<file path="config.mk">
export PLATFORM = sky130hd
export DESIGN_NAME = rx_frame_scheduler
export DESIGN_NICKNAME = d
export VERILOG_FILES = /design/src/rtl/rx_frame_scheduler_pkg.sv /design/src/rtl/rx_frame_timer.sv /design/src/rtl/rx_frame_scheduler.sv
export SDC_FILE = /design/constraint.sdc
export NUM_CORES = 1
export LEC_CHECK = 0
export CAP_MARGIN = 20
export CORE_MARGIN = 3
export CORE_UTILIZATION = 40
export CTS_CLUSTER_SIZE = 12
export DETAILED_ROUTE_END_ITERATION = 12
export GPL_TIMING_DRIVEN = 1
export PLACE_DENSITY = 0.58
export SLEW_MARGIN = 10
export SYNTH_ARGS = -nofsm -noshare
export SYNTH_HDL_FRONTEND = slang
export SYNTH_SLANG_ARGS = --single-unit
</file>
<file path="constraint.sdc">
create_clock -name clk -period 3.55 [get_ports clk]
set_input_delay 0.355 -clock clk [delete_from_list [all_inputs] [get_ports clk]]
set_output_delay 0.355 -clock clk [all_outputs]
set_load 0.05 [all_outputs]
</file>
<file path="src/rtl/rx_frame_scheduler_pkg.sv">
// Shared types and helpers for the receive frame scheduler: state encoding,
// frame-length/timer-width arithmetic and the 6-bit offset saturator.
package rx_sched_pkg;

    typedef enum logic [1:0] {
        ST_IDLE    = 2'b00,
        ST_SEARCH  = 2'b01,
        ST_CONFIRM = 2'b10,
        ST_TRACK   = 2'b11
    } state_t;

    function automatic int frame_len(input int fft_size, input int cp_size,
                                     input int n_symb, input int gap);
        return n_symb * (fft_size + cp_size) + gap;
    endfunction

    function automatic int timer_width(input int len);
        return (len > 2) ? $clog2(len) : 1;
    endfunction

    // Clamp an 8-bit signed sum into the signed 6-bit offset range
    function automatic logic signed [5:0] sat6(input logic signed [7:0] v);
        logic signed [5:0] r;
        if (v > 8'sh1F) begin
            r = 6'sh1F;
        end else if (v < 8'shE0) begin
            r = 6'sh20;
        end else begin
            r = v[5:0];
        end
        return r;
    endfunction

endpackage

</file>
<file path="src/rtl/rx_frame_timer.sv">
// Flywheel frame timer: wrap counter advancing on sample strobes, plus the
// armed flag and acceptance-window decoding around the expected frame start.
module rx_frame_timer
    import rx_sched_pkg::*;
#(
    parameter int FRAME_LEN = 52800,
    parameter int WIN       = 8,
    parameter int TW        = timer_width(FRAME_LEN)
) (
    input  logic          clk,
    input  logic          rst_n,
    input  logic          clr,
    input  logic          in_val,
    input  logic          hit,
    input  logic          arm_en,
    output logic [TW-1:0] timer,
    output logic          armed,
    output logic          win_close,
    output logic          in_win
);

    localparam logic [TW-1:0] LAST_T   = TW'(FRAME_LEN - 1);
    localparam logic [TW-1:0] ARM_T    = TW'(FRAME_LEN - WIN);
    localparam logic [TW-1:0] CLOSE_T  = TW'(WIN);
    localparam logic [TW-1:0] RELOAD_T = TW'(1);
    localparam logic [TW-1:0] ONE_T    = TW'(1);

    logic [TW-1:0] timer_r;
    logic [TW-1:0] timer_inc_s;
    logic          armed_r;
    logic          win_close_s;
    logic          in_win_s;

    // Next timer value and window decodes
    always_comb begin
        timer_inc_s = {TW{1'b0}};
        if (timer_r == LAST_T) begin
            timer_inc_s = {TW{1'b0}};
        end else begin
            timer_inc_s = timer_r + ONE_T;
        end
        win_close_s = armed_r & in_val & (timer_r == CLOSE_T);
        in_win_s    = (timer_r >= ARM_T) | (timer_r <= CLOSE_T);
    end

    // Counter and armed flag; a hit marks the current sample as frame sample 0
    always_ff @(posedge clk or negedge rst_n) begin
        if (!rst_n) begin
            timer_r <= {TW{1'b0}};
            armed_r <= 1'b0;
        end else if (clr) begin
            timer_r <= {TW{1'b0}};
            armed_r <= 1'b0;
        end else if (in_val) begin
            if (hit) begin
                timer_r <= RELOAD_T;
                armed_r <= 1'b0;
            end else begin
                timer_r <= timer_inc_s;
                if (win_close_s) begin
                    armed_r <= 1'b0;
                end else if (arm_en && (timer_inc_s == ARM_T)) begin
                    armed_r <= 1'b1;
                end
            end
        end
    end

    assign timer     = timer_r;
    assign armed     = armed_r;
    assign win_close = win_close_s;
    assign in_win    = in_win_s;

endmodule

</file>
<file path="src/rtl/rx_frame_scheduler.sv">
// Frame-timing controller driving the CP remover's start-of-frame pulse.
// Define RX_SCHED_FLYWHEEL_EN to emit a flywheel osop on every missed peak.
module rx_frame_scheduler
    import rx_sched_pkg::*;
#(
    parameter int FFTSIZE   = 1024,
    parameter int CPSIZE    = 32,
    parameter int N_SYMB    = 50,
    parameter int GAP       = 0,
    parameter int WIN       = 8,
    parameter int LOCK_HITS = 2,
    parameter int MISS_MAX  = 3
) (
    input  logic              clk,
    input  logic              rst_n,
    input  logic              en,
    input  logic              in_val,
    input  logic              peak_val,
    input  logic signed [5:0] peak_off,
    output logic              osop,
    output logic signed [5:0] delay_sop,
    output logic              lock,
    output logic [1:0]        state,
    output logic signed [7:0] terr,
    output logic [7:0]        miss_cnt,
    output logic [15:0]       frame_cnt
);

    localparam int              FRAME_LEN    = frame_len(FFTSIZE, CPSIZE, N_SYMB, GAP);
    localparam int              TW           = timer_width(FRAME_LEN);
    localparam logic [TW-1:0]   WIN_T        = TW'(WIN);
    localparam logic [7:0]      FRAME_LEN_LO = 8'(FRAME_LEN % 256);
    localparam logic [7:0]      LOCK_W       = 8'(LOCK_HITS);
    localparam logic [7:0]      MISS_W       = 8'(MISS_MAX);

    state_t            state_r;
    logic [7:0]        hits_r;
    logic [7:0]        misses_r;
    logic              osop_r;
    logic signed [5:0] delay_sop_r;
    logic              lock_r;
    logic signed [7:0] terr_r;
    logic [7:0]        miss_cnt_r;
    logic [15:0]       frame_cnt_r;

    logic [TW-1:0]     timer_s;
    logic              armed_s;
    logic              win_close_s;
    logic              in_win_s;
    logic              searching_s;
    logic              tracking_s;
    logic              hit_s;
    logic              miss_s;
    logic              enter_search_s;
    logic              clr_s;
    logic [7:0]        hits_inc_s;
    logic [7:0]        misses_inc_s;
    logic [7:0]        terr_s;

`ifdef RX_SCHED_FLYWHEEL_EN
    logic signed [5:0] last_off_r;
    logic signed [5:0] fly_dly_s;
`endif

    rx_frame_timer #(
        .FRAME_LEN (FRAME_LEN),
        .WIN       (WIN),
        .TW        (TW)
    ) u_timer (
        .clk       (clk),
        .rst_n     (rst_n),
        .clr       (clr_s),
        .in_val    (in_val),
        .hit       (hit_s),
        .arm_en    (tracking_s),
        .timer     (timer_s),
        .armed     (armed_s),
        .win_close (win_close_s),
        .in_win    (in_win_s)
    );

    // Hit/miss qualification, counter increments and timing-error decode
    always_comb begin
        searching_s  = (state_r == ST_SEARCH);
        tracking_s   = (state_r == ST_CONFIRM) | (state_r == ST_TRACK);
        hit_s        = in_val & peak_val & (searching_s | (tracking_s & armed_s & in_win_s));
        miss_s       = win_close_s & tracking_s & ~hit_s;
        hits_inc_s   = (hits_r == 8'hFF) ? hits_r : hits_r + 8'd1;
        misses_inc_s = (misses_r == 8'hFF) ? misses_r : misses_r + 8'd1;

        enter_search_s = (state_r == ST_IDLE)
                       | ((state_r == ST_CONFIRM) & miss_s)
                       | ((state_r == ST_TRACK) & miss_s & (misses_inc_s == MISS_W));
        clr_s = ~en | enter_search_s;

        // Early peaks report timer-FRAME_LEN; only the low byte is kept
        terr_s = 8'h00;
        if (searching_s) begin
            terr_s = 8'h00;
        end else if (timer_s <= WIN_T) begin
            terr_s = 8'(timer_s);
        end else begin
            terr_s = 8'(timer_s) - FRAME_LEN_LO;
        end
    end

`ifdef RX_SCHED_FLYWHEEL_EN
    // Flywheel offset predicts the late edge of the acceptance window
    always_comb begin
        fly_dly_s = sat6(8'({{2{last_off_r[5]}}, last_off_r}) + 8'(WIN));
    end
`endif

    // Acquisition/lock FSM with registered outputs and statistics
    always_ff @(posedge clk or negedge rst_n) begin
        if (!rst_n) begin
            state_r     <= ST_IDLE;
            hits_r      <= 8'd0;
            misses_r    <= 8'd0;
            osop_r      <= 1'b0;
            delay_sop_r <= 6'sd0;
            lock_r      <= 1'b0;
            terr_r      <= 8'sd0;
            miss_cnt_r  <= 8'd0;
            frame_cnt_r <= 16'd0;
`ifdef RX_SCHED_FLYWHEEL_EN
            last_off_r  <= 6'sd0;
`endif
        end else if (!en) begin
            state_r     <= ST_IDLE;
            hits_r      <= 8'd0;
            misses_r    <= 8'd0;
            osop_r      <= 1'b0;
            delay_sop_r <= 6'sd0;
            lock_r      <= 1'b0;
            terr_r      <= 8'sd0;
            frame_cnt_r <= 16'd0;
`ifdef RX_SCHED_FLYWHEEL_EN
            last_off_r  <= 6'sd0;
`endif
        end else begin
            osop_r <= 1'b0;
            if (hit_s) begin
                osop_r      <= 1'b1;
                delay_sop_r <= peak_off;
                terr_r      <= terr_s;
                frame_cnt_r <= frame_cnt_r + 16'd1;
                hits_r      <= hits_inc_s;
                misses_r    <= 8'd0;
`ifdef RX_SCHED_FLYWHEEL_EN
                last_off_r  <= peak_off;
`endif
            end else if (miss_s) begin
                hits_r      <= 8'd0;
                misses_r    <= misses_inc_s;
                miss_cnt_r  <= (miss_cnt_r == 8'hFF) ? miss_cnt_r : miss_cnt_r + 8'd1;
`ifdef RX_SCHED_FLYWHEEL_EN
                osop_r      <= 1'b1;
                delay_sop_r <= fly_dly_s;
                frame_cnt_r <= frame_cnt_r + 16'd1;
`endif
            end

            case (state_r)
                ST_IDLE: begin
                    state_r  <= ST_SEARCH;
                    hits_r   <= 8'd0;
                    misses_r <= 8'd0;
                    lock_r   <= 1'b0;
                end
                ST_SEARCH: begin
                    if (hit_s) begin
                        state_r <= ST_CONFIRM;
                    end
                end
                ST_CONFIRM: begin
                    if (hit_s && (hits_inc_s == LOCK_W)) begin
                        state_r <= ST_TRACK;
                        lock_r  <= 1'b1;
                    end else if (miss_s) begin
                        state_r  <= ST_SEARCH;
                        hits_r   <= 8'd0;
                        misses_r <= 8'd0;
                        lock_r   <= 1'b0;
                    end
                end
                ST_TRACK: begin
                    if (miss_s && (misses_inc_s == MISS_W)) begin
                        state_r  <= ST_SEARCH;
                        hits_r   <= 8'd0;
                        misses_r <= 8'd0;
                        lock_r   <= 1'b0;
                    end
                end
                default: begin
                    state_r <= ST_IDLE;
                end
            endcase
        end
    end

    assign osop      = osop_r;
    assign delay_sop = delay_sop_r;
    assign lock      = lock_r;
    assign state     = state_r;
    assign terr      = terr_r;
    assign miss_cnt  = miss_cnt_r;
    assign frame_cnt = frame_cnt_r;

endmodule

</file>
Word level (Yosys, flattened, before mapping)
Cells that the tools add are included.
{ "totals": {"register_bits": 75, "latchBits": 0, "mem_bits_rw": 0, "romBits": 0, "inputBits": 11, "output_inout_bits": 42, "word_cells": 111, "memories": 0} }
{ "op_classes": {"addsub": 6, "n_mul": 0, "n_div": 0, "n_lt_le_gt_ge": 2, "eq_ne": 16, "n_shift": 0, "muxes": 46, "bitwise_logic": 20, "n_reduce_logical": 10} }
{ "ops": {"columns": ["op", "n"], "rows": [
  ["two-way mux 8 bit", 18],
  ["two-way mux 16 bit", 6],
  ["one-hot mux 8 bit (3 select lines)", 2],
  ["adder 16 x 1 -> 16 bit (second input constant)", 2],
  ["equality test 16 bit (second input constant)", 2],
  ["adder 8 x 1 -> 8 bit (second input constant)", 3],
  ["equality test 8 bit (second input constant)", 3],
  ["equality test 16 x 4 -> 1 bit (second input constant)", 1],
  ["equality test 8 x 2 -> 1 bit (second input constant)", 2],
  [">= comparator 16 bit (second input constant)", 1],
  ["less-or-equal comparator 16 x 4 -> 1 bit (second input constant)", 1],
  ["two-way mux 6 bit", 2],
  ["bitwise AND 1 bit", 11],
  ["two-way mux 1 bit", 11],
  ["two-way mux 2 bit", 5],
  ["one-hot mux 2 bit (4 select lines)", 1],
  ["subtractor 8 x 7 -> 8 bit (second input constant)", 1],
  ["!= test 3 x 2 -> 1 bit (second input constant)", 2],
  ["bitwise OR 1 bit", 6],
  ["AND reduction 3 bit", 2],
  ["equality test 2 bit (second input constant)", 2],
  ["!= test 4 x 1 -> 1 bit (second input constant)", 1],
  ["!= test 4 x 3 -> 1 bit (second input constant)", 1],
  ["AND reduction 4 bit", 1],
  ["other kinds (9)", 13]
]} }

Logic depth before layout (Yosys ltp)
Gate-level depths: netlist (run 1).
{ "depth": {"depth_word": 14, "ltp_mapped": 12, "depth_no_buf": 9} }

By module
Synthesis (run 1) repeated with hierarchy kept, for this count alone.
{ "hier_totals": {"cells_unflattened": 503, "hier_area_um2": 4466.8} }
{ "modules_own_cells": {"columns": ["module", "n_inst", "cells_per_inst", "area_per_inst_um2", "seq_area_each_um2"], "rows": [
  ["rx_frame_scheduler", 1, 358, 3255.6, 1451.4],
  ["rx_frame_timer", 1, 145, 1211.2, 425.4]
]} }

Least setup slack after synthesis (run 1)
OpenSTA, ideal clock, no wires.
{ "synth_timing": {"path_kind": "reg-to-reg", "from": "register state_r[1] (netlist: state[1])", "to": "register state_r[1] (netlist: state[1])", "setup_ns": 0.122, "t_arrival_ns": 2.708, "t_required_ns": 3.428, "path_slack_ns": 0.720, "path_stages_with_launch": 11, "n_path_buf": 2, "period_less_slack_ns": 2.830, "cell_sequence": "dfrtp_1 > inv_1 > ha_1 > clkbuf_1 > o41ai_1 > o22ai_2 > or2_1 > buf_6 > o21a_1 > a211o_1 > a32o_1"} }
{ "synth_via": {"elab_chain_len": 11, "word_cells_on_any_way": 21, "cone_classes": "eq/ne (6); mux (3); bitwise (8); reduce/logical (4)"} }
{ "synth_rtl": {"columns": ["element", "line", "source"], "rows": [
  ["start, declared", "rx_frame_scheduler.sv:36", "state_t state_r;"],
  ["start signal, assigned", "rx_frame_scheduler.sv:117", "state_r <= ST_IDLE;"],
  ["start signal, assigned", "rx_frame_scheduler.sv:130", "state_r <= ST_IDLE;"],
  ["start signal, assigned", "rx_frame_scheduler.sv:166", "state_r <= ST_SEARCH;"],
  ["equality test 2 bit", "rx_frame_scheduler.sv:85, rx_frame_scheduler.sv:164", null],
  ["bitwise OR 1 bit", "rx_frame_scheduler.sv:85", "tracking_s = (state_r == ST_CONFIRM) | (state_r == ST_TRACK);"],
  ["bitwise AND 1 bit (2 in a row)", "rx_frame_scheduler.sv:86", "hit_s = in_val & peak_val & (searching_s | (tracking_s & armed_s & in_win_s));"],
  ["bitwise OR 1 bit", "rx_frame_scheduler.sv:86", null],
  ["bitwise AND 1 bit", "rx_frame_scheduler.sv:86", null],
  ["NOT 1 bit (no line)", null, null],
  ["bitwise AND 1 bit", "rx_frame_scheduler.sv:87", "miss_s = win_close_s & tracking_s & ~hit_s;"],
  ["logical AND 1 bit", "rx_frame_scheduler.sv:188", "if (miss_s && (misses_inc_s == MISS_W)) begin"],
  ["!= test 3 x 2 -> 1 bit (no line)", null, null],
  ["AND reduction 3 bit (no line)", null, null]
]} }
Several ways; a longest one is shown, not always the timed one.
A chain may end at the register's enable or synchronous reset.

Worst setup path in the final report (run 1)
{ "layout_timing": {"from": "register u_timer.timer_r[9] (netlist: u_timer.timer[9])", "to": "register state_r[1] (netlist: state[1])"} }
{ "layout_via": {"elab_chain_len": 10, "word_cells_on_any_way": 20, "cone_classes": "order compare (2); eq/ne (4); mux (3); bitwise (8); reduce/logical (3)"} }
{ "layout_rtl": {"columns": ["element", "line", "source"], "rows": [
  ["start, declared", "rx_frame_timer.sv:28", "logic [TW-1:0] timer_r;"],
  ["start signal, assigned", "rx_frame_timer.sv:49", "timer_r <= {TW{1'b0}};"],
  ["start signal, assigned", "rx_frame_timer.sv:52", "timer_r <= {TW{1'b0}};"],
  ["start signal, assigned", "rx_frame_timer.sv:59", "timer_r <= timer_inc_s;"],
  [">= comparator 16 bit or less-or-equal comparator 16 x 4 -> 1 bit (tied branches)", "rx_frame_timer.sv:43", "in_win_s = (timer_r >= ARM_T) | (timer_r <= CLOSE_T);"],
  ["bitwise OR 1 bit", "rx_frame_timer.sv:43", null],
  ["bitwise AND 1 bit", "rx_frame_scheduler.sv:86", null],
  ["bitwise OR 1 bit", "rx_frame_scheduler.sv:86", null],
  ["bitwise AND 1 bit", "rx_frame_scheduler.sv:86", null],
  ["NOT 1 bit (no line)", null, null],
  ["bitwise AND 1 bit", "rx_frame_scheduler.sv:87", null],
  ["logical AND 1 bit", "rx_frame_scheduler.sv:188", null],
  ["!= test 3 x 2 -> 1 bit (no line)", null, null],
  ["AND reduction 3 bit (no line)", null, null],
  ["end signal, assigned", "rx_frame_scheduler.sv:181", "state_r <= ST_SEARCH;"],
  ["end signal, assigned", "rx_frame_scheduler.sv:189", "state_r <= ST_SEARCH;"],
  ["end signal, assigned", "rx_frame_scheduler.sv:196", "state_r <= ST_IDLE;"]
]} }
Several ways; a longest one is shown, not always the timed one.

==> flow_summary.toml, run 1 <==
[run_status]
status = "finished clean"

[die]
core-area_um2 = 11100
die_w_um = 113
rows = 38
dieArea_um2 = 12900
die_y_um = 113
top_level_ports = 53
floorplan.initialDensity_pct = 41.7

[critical_path]
r2r-start = "u_timer.timer[9]$_DFFE_PN0P_"
critPathBufInv = 0
setup.worst_path.class = "reg -> reg"
cp.required_ns = 3.78
path_delay_family = "compound AO/OA/AOI/OAI gates"
cp_cell_sequence = "or4_4 > or3_1 > o22ai_2 > o22a_2 > a21oi_2 > a211o_1 > a32o_1"
arrival_ns = 3.26
start_kind = "flip-flop"
slowest_delay_ns = 0.59
r2r-end = "state[1]$_DFFE_PN0P_"
path_max_fanout = 25
crit_slowest_cell = "or4_4"
rrSetupSlack_ns = 0.53
rr_worst_depth = 7
worstSetupEndpointType = "flip-flop"

[timing]
period_minus_slack_ns = 3.02
max_slew_margin_pct = 30.5
grt_setup_unrepaired = "no"
fmax_ghz = 0.331
setup_viol = 0
fin_crit_sh_pct = 85.1
tightest_slew_ns = 1.03
hold_viol_final = 0
setup-tns-final_ns = 0
skew_ns = 0.00891
drv_slew = 0

[yosys]
ys_warn_count = 0
synth.largest_area_cell = "dfrtp_1"
ys_types = 68
synth_seq_area_share_pct = 40.6
async_flop_share_pct = 100
synth_edf_count = 0
synth_top_area_share_pct = 40.6
synthFlopType = "dfrtp_1"
post_synth_instance_area_um2 = 4620
synth_seq_cells = 75
synth_nets = 541
synth.area.top_cells = "dfrtp_1, nand2_1, xnor2_1"
syn-instance-count = 515
avgSynthCellArea_um2 = 8.97

[detailed_routing]
wl_met2_um = 5150
post_drt_wl_per_cell_um = 16.5
routed-via-count = 3877
drt_wl_total_um = 11500
firstDrtPassIters = 4
drt_iter0_drc = 226
drcViolationCount = 0
viasPerCell = 5.55
m1WireLength_um = 5650
ant_nets = 0
dr_wl_met3_um = 550
routed.top_layer = "met4"

[pwr]
p_leak_nw = 2.24
ir_drop_mv = 0.362
finalPower_mw = 2.12
p_per_area_nw_per_um2 = 381

[clock_tree]
post-cts-setup-buffer-count = 0
cts_inserted_buffers = 9
clkLatencyLatePin_ns = 0.34
htree_levels = 3
root_buffer = "clkbuf_16"
clock_sinks = 75
cts_resized = 0
clk_transition_reported_paths_ns = 0.06
hold_buffers = 0
cts_tree = "done"
clock_path_buffers = 2

[min_path]
hp-class = "in -> async"

[global_routing]
antenna_found_initial = 0
grt_max_degree = 76
first_global_vias = 3841
track_usage_pct = 19.0
gr-total-overflow = 0
grt_pass1_wl_um = 19700

[run]
maxCapViolCount = 0

[layout]
diodes = 0
layout.cells.non_filler = 698
nNetsFinal = 579
layout_commonest_cell = "dfrtp_1"
final_cell_mix = "dfrtp_1, nand2_1, clkdlybuf4s50_1"
syn_to_final_growth_pct = 20.4
drive_above_1_share_pct = 6.63
final_core_util_pct = 50.2

[place]
dp_cells = 682
io_buffers = 52
gp_congestion = 0.897
dp_hpwl_um = 7710
-- cells by family after synthesis --
kind of cell    after synthesis  share of synthesized area (%)
simple gates                249                           28.5
flops                        75                           40.6
mux                           8                           1.79
buf+inv                      46                           4.68
xor+xnor                     36                           6.82
fa+ha+maj                    15                           4.06
compound gates               86                           13.6
-- sequential cells by signal (all words and copies together) (netlist names) --
name	cells
u_timer.timer	16
lock	1
osop	1
frame_cnt	16
hits_r	8
miss_cnt	8
u_timer.armed	1
state	2
misses_r	8
terr	8
delay_sop	6
-- worst register-to-register path: cells and delay by family, from the launching register on --
family             cells  cell delay, ns
AOI/OAI and AO/OA      5            1.49
and+or+nand+nor        2            0.94
DFF                    1            0.49
-- cell usage after synthesis (all sizes together), types with 3 or more instances --
| master | n |
|---|---|
| or4 | 4 |
| a21boi | 15 |
| nor4 | 4 |
| o22ai | 3 |
| nand3b | 5 |
| nand2 | 61 |
| nor2b | 6 |
| o21ai | 12 |
| nand4 | 17 |
| dfrtp | 75 |
| mux2i | 6 |
| a41oi | 3 |
| inv | 13 |
| nand2b | 3 |
| buf | 11 |
| and2 | 20 |
| a31oi | 10 |
| a21oi | 12 |
| ha | 15 |
| nor2 | 35 |
| xnor2 | 22 |
| clkbuf | 22 |
| xor2 | 14 |
| and4 | 6 |
| nand3 | 31 |
| nor3 | 20 |
| and3 | 12 |
| or3 | 17 |
-- stage by stage --
| step | setup slack [ns] | area [um2] | hold WS, ns |
|---|---|---|---|
| 3_3_place_gp | 0.586 | 5210 | 0.490 |
| 5_1_grt | 0.272 | 5570 | 0.250 |
| 3_5_place_dp | 0.520 | 5210 | 0.493 |
| 2_1_floorplan | 0.720 | 4620 | 0.0594 |
| 4_1_cts | 0.522 | 5570 | 0.205 |
| 6_report | 0.528 | 5570 | 0.171 |
-- how the worst max path moves through the flow --
stage | start | endpoint | depth (start not counted)
global placement | in_val | frame_cnt[6]$_DFFE_PN0P_ | 9
floorplan | state[1]$_DFFE_PN0P_ | state[1]$_DFFE_PN0P_ | 10
CTS | u_timer.timer[7]$_DFFE_PN0P_ | u_timer.timer[11]$_DFFE_PN0P_ | 10
detailed placement | in_val | frame_cnt[4]$_DFFE_PN0P_ | 9
global route | u_timer.timer[7]$_DFFE_PN0P_ | u_timer.timer[8]$_DFFE_PN0P_ | 9
finish | u_timer.timer[9]$_DFFE_PN0P_ | state[1]$_DFFE_PN0P_ | 7
-- cell type report --
class | count | area, um2
tap | 140 | 175
clock inverter | 6 | 119
clock buffer | 10 | 239
inverter | 13 | 48.8
fill | 1050 | 5510
sequential | 75 | 1880
timing repair buffer | 60 | 578
multi-input combinational | 394 | 2530
-- routing by layer --
layer  vias up  GRT usage (%)
li1       1909              -
met1      1858           25.8
met2        96           29.6
met3        14           4.77
met4         0           6.65
met5         -              0
-- where the power goes --
group	total, mW	leakage (nW)	switching, mW	internal [mW]
Clock	1.10	0.176	0.388	0.716
Sequential	0.868	1.04	0.00671	0.861
Combinational	0.150	1.02	0.102	0.0487
Note: power is estimated with default switching activity, not from simulation.
==> inputs of run 2 (changes only) <==
--- a/config.mk
+++ b/config.mk
@@ -10,7 +10,7 @@
 export CORE_UTILIZATION = 40
 export CTS_CLUSTER_SIZE = 12
 export DETAILED_ROUTE_END_ITERATION = 12
-export GPL_TIMING_DRIVEN = 1
+export GPL_TIMING_DRIVEN = 0
 export PLACE_DENSITY = 0.58
 export SLEW_MARGIN = 10
 export SYNTH_ARGS = -nofsm -noshare
==> run 2 against run 1 <==
Clock power down 20%. Non-clock buffer count up 27. Largest cell class unchanged. Wire length up 6.8%. Setup slack worse by 0.18 ns.
==> flow_summary.toml, run 2 (synthesized netlist as in run 1, its figures left out) <==
[die]
die_y_um = 113
core-area_um2 = 11100
top_level_ports = 53
rows = 38
dieArea_um2 = 12900
die_w_um = 113
floorplan.initialDensity_pct = 41.7

[pwr]
p_switching_mw = 0.504
ir_drop_mv = 0.318
p_per_area_nw_per_um2 = 340
power_frac_clock_pct = 46.2
swShare_pct = 26.4
p_int_mw = 1.41
power_frac_comb_pct = 8.4
p_leak_nw = 2.26
seq_power_share_pct = 45.4

[run_status]
status = "finished clean"

[place]
dp_hpwl_um = 8610
dp_cells = 708
place_ws_ns = 0.355
io_buffers = 52
gp_congestion = 0.904

[timing]
setup-tns-final_ns = 0
fmax_ghz = 0.313
fin_ws_ns = 0.350
period_minus_slack_ns = 3.20
grt_setup_unrepaired = "no"
setup_viol = 0
skew_ns = 0.00956
max_slew_margin_pct = 35.9
drv_slew = 0
fin_crit_sh_pct = 90.1
hold_viol_final = 0
tightest_slew_ns = 0.947

[clock_tree]
htree_levels = 3
clkLatencyLatePin_ns = 0.35
cts_inserted_buffers = 9
cts_resized = 0
root_buffer = "clkbuf_16"
clock_path_buffers = 2
clock_sinks = 75
cts_tree = "done"
clk_transition_reported_paths_ns = 0.06

[detailed_routing]
viasPerCell = 5.64
ant_nets = 0
drt_iter0_drc = 273
drt_wl_total_um = 12300
post_drt_wl_per_cell_um = 17.0
drcViolationCount = 0
firstDrtPassIters = 5
routed-via-count = 4088

[layout]
layout_commonest_cell = "dfrtp_1"
diodes = 0
final_cell_mix = "dfrtp_1, nand2_1, clkdlybuf4s50_1"
nNetsFinal = 606
syn_to_final_growth_pct = 21.7
fillers = 1079
layout.cells.non_filler = 725
drive_above_1_share_pct = 6.84

[critical_path]
start_kind = "flip-flop"
path_max_fanout = 10
cp_cell_sequence = "inv_1 > ha_1 > clkbuf_1 > o41ai_1 > o22ai_2 > o22ai_2 > buf_2 > clkbuf_1 > nand2_1 > a21boi_0"
crit_slowest_cell = "o41ai_1"
arrival_ns = 3.46
worstSetupEndpointType = "flip-flop"
slowest_delay_ns = 0.52
cp.required_ns = 3.81
setup.worst_path.class = "reg -> reg"

[global_routing]
grt_pass1_wl_um = 20800
antenna_found_initial = 0
gr-total-overflow = 0
grt_max_degree = 40
track_usage_pct = 20.2
first_global_vias = 4012

[min_path]
hp-class = "reg -> reg"

[run]
maxCapViolCount = 0
## run 2: repair_timing
item	in CTS	in global routing
hold buffers	1	0
endpoints found under the hold margin	2	0
setup buffers	0	0
## run 2: power groups by stage
stage                     Combinational (mW)  Sequential (mW)  Clock [mW]
after global routing                   0.176            0.869       0.941
after detailed placement               0.164            0.884           0
after global placement                 0.160            0.884           0
after floorplan                       0.0695            0.900           0
final                                  0.161            0.868       0.884
after CTS                              0.165            0.868       0.911
## run 2: stage by stage
stage / power [mW] / utilization [%] / cell area, um2 / hold slack (ns)
final: 1.91 / 50.8 / 5630 / 0.502
after global routing: 1.99 / 50.8 / 5630 / 0.524
after CTS: 1.94 / 50.8 / 5630 / 0.503
after detailed placement: 1.05 / 48.2 / 5340 / 0.370
after global placement: 1.04 / 48.0 / 5320 / 0.485
after floorplan: 0.970 / - / 4620 / 0.0594
## run 2: worst paths after layout
kind                                    startpoint                            end  slack (ns)  depth (start not counted)
setup / recovery              state[1]$_DFFE_PN0P_       frame_cnt[1]$_DFFE_PN0P_        0.35                         10
hold / removal             miss_cnt[5]$_DFFE_PN0P_        miss_cnt[5]$_DFFE_PN0P_        0.50                          1
setup reg to reg              state[1]$_DFFE_PN0P_       frame_cnt[1]$_DFFE_PN0P_        0.35                         10
hold reg to reg            miss_cnt[5]$_DFFE_PN0P_        miss_cnt[5]$_DFFE_PN0P_        0.50                          1
max in group asynchronous                    rst_n       frame_cnt[8]$_DFFE_PN0P_        2.45                          3
min in group asynchronous                    rst_n  u_timer.timer[11]$_DFFE_PN0P_        0.51                          2
## run 2: critical path: cells and delay by family (launching register included)
family	cells	cell delay [ns]
AOI/OAI and AO/OA	4	1.31
adders and majority gates	1	0.18
buffers and inverters	4	1.07
DFF	1	0.43
and+or+nand+nor	1	0.10
## run 2: cell type report
type	count	area, um2	share of cell area, %
Buffer	33	168	2.98
Clock buffer	11	243	4.31
Tap cell	140	175	3.11
Sequential cell	75	1880	33.4
Inverter	13	48.8	0.867
Clock inverter	5	38.8	0.689
Timing Repair Buffer	54	548	9.74
Multi-Input combinational cell	394	2530	44.9
## run 2: per-layer routing
layer	up-vias	routed length [um]	track usage, %
li1	1975	-	-
met1	1993	5850	27.8
met2	105	5680	31.6
met3	15	631	5.73
met4	0	155	5.13
met5	-	0	0
==> inputs of run 3 (changes only) <==
--- a/config.mk
+++ b/config.mk
@@ -7,11 +7,11 @@
 export LEC_CHECK = 0
 export CAP_MARGIN = 20
 export CORE_MARGIN = 3
-export CORE_UTILIZATION = 40
+export CORE_UTILIZATION = 50
 export CTS_CLUSTER_SIZE = 12
 export DETAILED_ROUTE_END_ITERATION = 12
 export GPL_TIMING_DRIVEN = 0
-export PLACE_DENSITY = 0.58
+export PLACE_DENSITY = 0.7
 export SLEW_MARGIN = 10
 export SYNTH_ARGS = -nofsm -noshare
 export SYNTH_HDL_FRONTEND = slang
==> constraint.sdc (replaced) <==
create_clock -name clk -period 3.55 [get_ports clk]
set_input_delay 0.355 -clock clk [delete_from_list [all_inputs] [get_ports clk]]
set_output_delay 0.355 -clock clk [all_outputs]
set_load 0.02 [all_outputs]
==> run 3 against run 2 <==
Wire length fell by 3.6%. Cell area fell by 1.6%. Flip-flop and latch count did not move. Critical path type unchanged. Final cell count fell by 4.6%. Clock skew rose by 0.0050 ns. Count of clock-buffer cells in the layout did not move. Core utilization rose by 12 points. Sequential power barely moved. Global-route usage rose by 4.1 points. Via count rose by 0.95%. Power fell by 6.7%.
==> flow_summary.toml, run 3 (synthesized netlist as in run 1, its figures left out) <==
[layout]
final_cell_mix = "dfrtp_1, nand2_1, clkdlybuf4s50_1"
final_core_util_pct = 62.6
diodes = 0
seqCellArea_um2 = 1880
multiInputGateArea_um2 = 2530
syn_to_final_growth_pct = 19.8
drive_above_1_share_pct = 6.85
nNetsFinal = 605
layout_commonest_cell = "dfrtp_1"
stdcell_area_um2 = 5540
fillers = 787

[clock_tree]
post-cts-setup-buffer-count = 0
cts_tree = "done"
cts_inserted_buffers = 9
clkLatencyLatePin_ns = 0.35
clk_transition_reported_paths_ns = 0.09
clock_path_buffers = 2
htree_levels = 3
root_buffer = "clkbuf_8"
cts_resized = 0
clock_sinks = 75

[die]
rows = 34
top_level_ports = 53
dieArea_um2 = 10400
die_w_um = 102
core-area_um2 = 8850
die_y_um = 102
floorplan.initialDensity_pct = 52.2

[place]
place_area_um2 = 5300
io_buffers = 52
dp_hpwl_um = 8390
gp_congestion = 0.910

[run]
maxCapViolCount = 0

[timing]
max_slew_margin_pct = 36.4
hold-worst-slack_ns = 0.462
grt_setup_unrepaired = "no"
skew_ns = 0.0146
fin_crit_sh_pct = 89.4
drv_slew = 0
setup-tns-final_ns = 0
setup_viol = 0
fmax_ghz = 0.315
period_minus_slack_ns = 3.17
tightest_slew_ns = 0.939
hold_viol_final = 0

[pwr]
p_per_area_nw_per_um2 = 322
ir_drop_mv = 0.187
p_leak_nw = 2.24

[critical_path]
setup.worst_path.class = "reg -> reg"
start_kind = "flip-flop"
cp.required_ns = 3.84
worstSetupEndpointType = "flip-flop"
path_max_fanout = 10
arrival_ns = 3.47

[detailed_routing]
viasPerCell = 5.96
routed-via-count = 4127
ant_nets = 0
firstDrtPassIters = 5
drcViolationCount = 0
drt_wl_total_um = 11900
post_drt_wl_per_cell_um = 17.1
drt_iter0_drc = 255

[global_routing]
gr-total-overflow = 0
track_usage_pct = 24.3
first_global_vias = 3978
grt_pass1_wl_um = 20100
antenna_found_initial = 0
grt_max_degree = 51

[run_status]
status = "finished clean"

[min_path]
hp-class = "in -> async"
-- run 3: cell count changes in the layout (fill, tap and decap cells not counted) --
| cell | delta |
|---|---|
| clkbuf_16 | -9 |
| clkbuf_8 | +9 |
| bufinv_16 | +2 |
| clkinv_4 | -2 |
| buf_12 | -1 |
| buf_16 | +1 |
| clkbuf_1 | -1 |
| clkinv_2 | -1 |
| inv_6 | +1 |
-- run 3: path summary, 6_finish.rpt --
path,startpoint,to,slack [ns],depth (start not counted)
setup / recovery,state[1]$_DFFE_PN0P_,hits_r[7]$_DFF_PN0_,0.38,10
hold / removal,rst_n,hits_r[5]$_DFF_PN0_,0.46,2
setup reg to reg,state[1]$_DFFE_PN0P_,hits_r[7]$_DFF_PN0_,0.38,10
hold reg to reg,miss_cnt[5]$_DFFE_PN0P_,miss_cnt[5]$_DFFE_PN0P_,0.51,1
max in group asynchronous,rst_n,u_timer.timer[1]$_DFFE_PN0P_,2.51,3
min in group clk,miss_cnt[5]$_DFFE_PN0P_,miss_cnt[5]$_DFFE_PN0P_,0.51,1
-- run 3: metal layers --
metal / GRT usage, % / part of all wire [%]
met5: 0 / 0
met4: 5.85 / 1.1
met2: 37.9 / 46
met1: 34.3 / 46
met3: 6.14 / 6.6
-- run 3: stage by stage --
stage	worst slack, ns	cells	power [mW]
after global routing	0.133	692	1.85
after CTS	0.336	693	1.80
final	0.376	692	1.78
after global placement	-0.616	675	1.03
after floorplan	0.937	515	0.958
after detailed placement	0.363	676	1.03
-- run 3: critical path, stage by stage, from the launching register on --
cell and delay (ns):
dfrtp_1 0.43, inv_1 0.09, ha_1 0.18, clkbuf_1 0.26, o41ai_1 0.49, o22ai_2 0.19, o22ai_2 0.44, clkbuf_1 0.52
nand3_1 0.16, o21ai_0 0.15, o211a_1 0.20
-- run 3: report_power, final --
group | total, mW | switching [mW] | leakage [nW] | internal (mW)
combinational | 0.150 | 0.0969 | 1.08 | 0.0531
sequential | 0.866 | 0.00670 | 1.04 | 0.860
clock | 0.768 | 0.348 | 0.110 | 0.420
-- run 3: area by class of cell --
| cell class | instances | share of cell area (%) |
|---|---|---|
| multi-input combinational | 394 | 45.7 |
| clock inverter | 5 | 1.54 |
| sequential | 75 | 33.9 |
| clock buffer | 11 | 2.55 |
| inverter | 13 | 0.882 |
| timing repair buffer | 54 | 10.0 |
| tap | 108 | 2.44 |
| buffer | 32 | 2.96 |
-- run 3: repair_timing --
item,CTS,global route
setup endpoints to repair,0,1
endpoints found under the hold margin,25,0
hold buffers,1,0
